### src/rtl/mac_result_collector.sv
// Result collector for a fixed-latency, non-stalling MAC pipeline.
// Credit-gates op issue so every returning result has a slot in the FWFT FIFO.
module mac_result_collector #(
  parameter int Stages    = 7,
  parameter int DataWidth = 32,
  parameter int Depth     = 8
) (
  input  logic                         clk,
  input  logic                         aclr,
  input  logic                         issue_valid,
  output logic                         issue_ready,
  input  logic                         pipe_valid,
  input  logic [DataWidth-1:0]         pipe_data,
  output logic                         out_valid,
  input  logic                         out_ready,
  output logic [DataWidth-1:0]         out_data,
  output logic [$clog2(Depth+1)-1:0]   inflight,
  output logic [$clog2(Depth+1)-1:0]   fifo_count,
  output logic                         err_orphan,
  output logic                         err_drop
);

  localparam int CW = $clog2(Depth + 1);
  localparam int PW = (Depth > 1) ? $clog2(Depth) : 1;

  // Stages only sets the throughput the credit pool can sustain; nothing is built from it.
  if (Stages > Depth) begin : g_credit_limited
  end

  logic [CW-1:0]        inflight_q, inflight_d;
  logic [CW-1:0]        count_q, count_d;
  logic [PW-1:0]        wr_ptr_q, wr_ptr_d;
  logic [PW-1:0]        rd_ptr_q, rd_ptr_d;
  logic                 err_orphan_q, err_orphan_d;
  logic                 err_drop_q, err_drop_d;
  logic [DataWidth-1:0] mem_q [Depth];
  logic [DataWidth-1:0] mem_d [Depth];

  logic          full;
  logic          pop;
  logic          wr_en;
  logic          issue_fire;
  logic          returned;
  logic [CW:0]   credit_used;

  // Registered state only; a compare (not credits != 0) stays safe if orphans overfill.
  assign credit_used = {1'b0, inflight_q} + {1'b0, count_q};
  assign issue_ready = (credit_used < (CW + 1)'(Depth)) && !aclr;

  assign out_valid  = (count_q != '0);
  assign full       = (count_q == CW'(Depth));
  assign pop        = out_valid && out_ready;
  assign issue_fire = issue_valid && issue_ready;
  assign returned   = pipe_valid && (inflight_q != '0);
  assign wr_en      = pipe_valid && (!full || pop);

  always_comb begin
    inflight_d   = inflight_q;
    count_d      = count_q;
    wr_ptr_d     = wr_ptr_q;
    rd_ptr_d     = rd_ptr_q;
    err_orphan_d = err_orphan_q;
    err_drop_d   = err_drop_q;
    mem_d        = mem_q;

    case ({issue_fire, returned})
      2'b10:   inflight_d = inflight_q + CW'(1);
      2'b01:   inflight_d = inflight_q - CW'(1);
      default: inflight_d = inflight_q;
    endcase

    case ({wr_en, pop})
      2'b10:   count_d = count_q + CW'(1);
      2'b01:   count_d = count_q - CW'(1);
      default: count_d = count_q;
    endcase

    if (wr_en) begin
      mem_d[wr_ptr_q] = pipe_data;
      wr_ptr_d        = (wr_ptr_q == PW'(Depth - 1)) ? '0 : wr_ptr_q + PW'(1);
    end

    if (pop) begin
      rd_ptr_d = (rd_ptr_q == PW'(Depth - 1)) ? '0 : rd_ptr_q + PW'(1);
    end

    if (pipe_valid && (inflight_q == '0)) err_orphan_d = 1'b1;
    if (pipe_valid && !wr_en)             err_drop_d   = 1'b1;
  end

  always_ff @(posedge clk or posedge aclr) begin
    if (aclr) begin
      inflight_q   <= '0;
      count_q      <= '0;
      wr_ptr_q     <= '0;
      rd_ptr_q     <= '0;
      err_orphan_q <= 1'b0;
      err_drop_q   <= 1'b0;
    end else begin
      inflight_q   <= inflight_d;
      count_q      <= count_d;
      wr_ptr_q     <= wr_ptr_d;
      rd_ptr_q     <= rd_ptr_d;
      err_orphan_q <= err_orphan_d;
      err_drop_q   <= err_drop_d;
    end
  end

  // Storage needs no reset: out_data is only meaningful while out_valid is set.
  always_ff @(posedge clk) begin
    mem_q <= mem_d;
  end

  assign out_data   = mem_q[rd_ptr_q];
  assign inflight   = inflight_q;
  assign fifo_count = count_q;
  assign err_orphan = err_orphan_q;
  assign err_drop   = err_drop_q;

endmodule
### config.mk
export PLATFORM = sky130hd
export DESIGN_NAME = mac_result_collector
export DESIGN_NICKNAME = d
export VERILOG_FILES = /design/src/rtl/mac_result_collector.sv
export SDC_FILE = /design/constraint.sdc
export NUM_CORES = 1
export LEC_CHECK = 0
export ABC_CLOCK_PERIOD_IN_PS = 4400
export CAP_MARGIN = 10
export CORE_UTILIZATION = 40
export CTS_CLUSTER_SIZE = 25
export DETAILED_ROUTE_END_ITERATION = 6
export HOLD_SLACK_MARGIN = 0.12
export PLACE_DENSITY = 0.67
export SETUP_SLACK_MARGIN = 0.15
export SLEW_MARGIN = 40
export SYNTH_ARGS = -nofsm -noshare
export SYNTH_HDL_FRONTEND = slang
export SYNTH_SLANG_ARGS = --single-unit
### constraint.sdc
create_clock -name clk -period 4.4 [get_ports clk]
set_clock_uncertainty 0.1 [all_clocks]
set_input_delay 0.44 -clock clk [delete_from_list [all_inputs] [get_ports clk]]
set_output_delay 0.44 -clock clk [all_outputs]
set_load 0.03 [all_outputs]
==> impl_metrics.csv <==
group,metric,value,unit
routing,dr_wl_met2,10300,um
timing,tns,0,ns
critical_path,r2r-end,"inflight[3]",
routing,drtPass1Iterations,7,
cts,post_cts_buffers,0,
global_routing,grt_pass1_vias,5479,
min_path,min-delay-path-class,"input pin to async pin",
global_routing,grt_pass1_wl,31900,um
finish,layout-drive-gt1-share,26.4,%
cts,postCtsHoldBufs,0,
critical_path,start_kind,"flip-flop",
timing,setup_slack,0.766,ns
routing,routedWlPerCell,21.7,um
floorplan,ios,81,
timing,whs,0.257,ns
synth,yosysTopAreaCell,"edfxtp_1",
routing,drtIter0Drc,344,
routing,met1_length,8420,um
finish,final_cells,945,
synth,synth_fp_nets,536,
timing,hold_viol,0,
finish,fin_nets,639,
critical_path,ff2ff_path_depth,9,
synth,synth_area,10800,um2
routing,maxUsedRoutingLayer,"met5",
floorplan,fp.coreArea,26300,um2
critical_path,worstReg2RegStart,"fifo_count[3]",
place,dp_slack,1.05,ns
cts,cts_buffer_depth,3,
floorplan,fp.dieW,166,um
status,violations,"DRC",
cts,clockRootBuffer,"clkbuf_16",
routing,wl_met3,1390,um
synth,syn_inst,484,
finish,n_fill_cell,2071,
power,ir_drop,0.482,mV
routing,drc_errors,14,
floorplan,start_util,41.2,%
timing,relSlewSlack,46.7,%
timing,maxSlewViolCount,0,
synth,ys_ff_latch,272,
synth,synth_edf_count,256,
critical_path,worstSetupPathType,"flip-flop to primary output",
cts,htree_levels,1,
routing,routed_via_density,5.29,
timing,rsz0062_at_grt,"no",
power,p_total,9.16,mW
global_routing,antenna_found_initial,3,
cts,clock-sinks,272,
synth,netlist_top_cells_area,"edfxtp_1 (71%), mux4_2 (12%), dfrtp_1 (3.7%)",
global_routing,track_usage,15.3,%
global_routing,grt_max_degree,37,
cts,numCtsBuffers,28,
timing,setup_viol_count_final,0,
synth,synth.distinct_cells,41,
routing,vias,4999,
cts,cts_tree,"built",
synth,synth-main-ff-cell,"edfxtp_1",
timing,max_freq,0.275,GHz
place,place.port_buffers,80,
power,p_per_area,705,nW/um2
floorplan,rows,59,
cts,cts-resized-gates,0,
power,power_leakage,4.21,nW
global_routing,grt_overflow_total,0,
timing,period_share,82.6,%
status,outcome,"finished, violations left",
synth,ys_async_sr_fraction,5.88,%
critical_path,critPathMaxFanout,29,
floorplan,die_h,166,um
critical_path,r2r_slack,1.02,ns
finish,syn2layout_area_growth,20.1,%
routing,wl,20500,um
timing,min_period,3.63,ns
floorplan,die_area,27700,um2
synth,yosysWarnings,0,
place,routabilityCongestion,0.711,
critical_path,cp-end-kind,"primary output",
place,dp_hpwl,11600,um
synth,synth_area_per_cell,22.3,um2
critical_path,worst_ep_arrival_time,3.09,ns
place,dp.cells,892,
job,drv_cap,0,
routing,ant_nets,0,
cts,clk_latency,0.53,ns
cts,clkTransAtPathRegs,0.06,ns
timing,worst_pin_slew,0.795,ns
synth,synth_top_area_share,71.1,%
critical_path,required,3.86,ns
synth,ys_seq_area_share,74.8,%
-- sequential cells by signal, indices dropped and copies added (netlist names) --
register    count
fifo_count      4
inflight        4
err_drop        1
wr_ptr_q        3
err_orphan      1
rd_ptr_q        3
mem_q         256
-- report_power, final --
group | total (mW) | internal, mW | switching [mW] | leakage, nW
Combinational | 3.23 | 1.59 | 1.64 | 1.27
Sequential | 3.68 | 3.28 | 0.395 | 2.51
Clock | 2.25 | 1.32 | 0.928 | 0.430
-- synth_stat cells (2+ instances only) --
cell type  instances
nand2b_1           4
clkbuf_1           5
nor4_1             2
o211ai_1           3
mux4_2            59
a21o_1             3
buf_1              2
ha_1              13
buf_6              3
mux2_1             3
nor2_1             6
buf_12             2
o21ai_0            3
nand3_1            3
a2111o_1           2
xnor2_1            2
inv_1             10
fa_1               2
a21oi_1            5
nor3b_1            5
xor2_1             2
mux2i_1            2
nand2_1            5
or4b_1             2
dfrtp_1           16
mux2_2            35
edfxtp_1         256
buf_2              7
mux4_1             5
o311ai_0           2
nor3_1             5
-- kinds of logic (layout without fill, tap and decap cells) --
group,Yosys count,in the layout,share of synthesized area [%]
simple gates,37,37,1.98
compound gates,21,21,1.64
xor+xnor,4,4,0.324
mux,104,104,17.6
buf+inv,31,156,1.77
fa+ha+maj,15,15,1.87
flops,272,272,74.8
other cells,0,1,0
-- routing by layer --
metal / up-vias / track usage (%)
met5: - / 0
met4: 2 / 3.46
met3: 32 / 3.14
met2: 135 / 26.5
met1: 2588 / 19.8
li1: 2242 / -
-- area by class of cell --
class | instances | area (um2) | area share (%)
diodes | 1 | 2.50 | 0.0193
inverters | 10 | 37.5 | 0.289
multi-input cells | 181 | 2590 | 20.0
clock inverters | 17 | 140 | 1.08
flip-flops and latches | 272 | 8100 | 62.3
clock buffers | 35 | 748 | 5.76
well taps | 335 | 419 | 3.23
repair buffers | 94 | 956 | 7.36
-- through the flow --
step,util [%],instance area (um2)
4_1_cts,49.4,13000
6_report,49.4,13000
5_1_grt,49.4,13000
3_3_place_gp,46.0,12100
3_5_place_dp,46.1,12100
2_1_floorplan,-,10800
-- worst max-delay path: stages, from the launching register on --
cell and delay [ns]:
dfrtp_4 0.78, buf_4 0.38, mux4_2 0.53, mux2_2 0.28, clkdlybuf4s50_1 0.59
-- cells in the final DEF (no fill, tap or decap), drive strengths merged, types with 4 or more instances in the layout --
cell and instances:
nand2b 4, nor3b 5, clkdlybuf4s50 80, mux2 38
a21oi 5, clkbuf 35, nand2 5, mux4 64
clkinv 12, inv 12, o21ai 4, ha 13
buf 14, nor2 6, dfrtp 16, edfxtp 256
nor3 5
-- worst max-delay path by stage --
stage,slack (ns),startpoint,to
CTS,0.68,rd_ptr_q[0],out_data[21]
global placement,1.24,aclr,inflight[3]
global route,0.59,rd_ptr_q[0],out_data[21]
finish,0.77,rd_ptr_q[0],out_data[21]
floorplan,0.56,fifo_count[0],mem_q[192]
detailed placement,1.05,aclr,inflight[3]
Power figures use the tool's default switching activity.
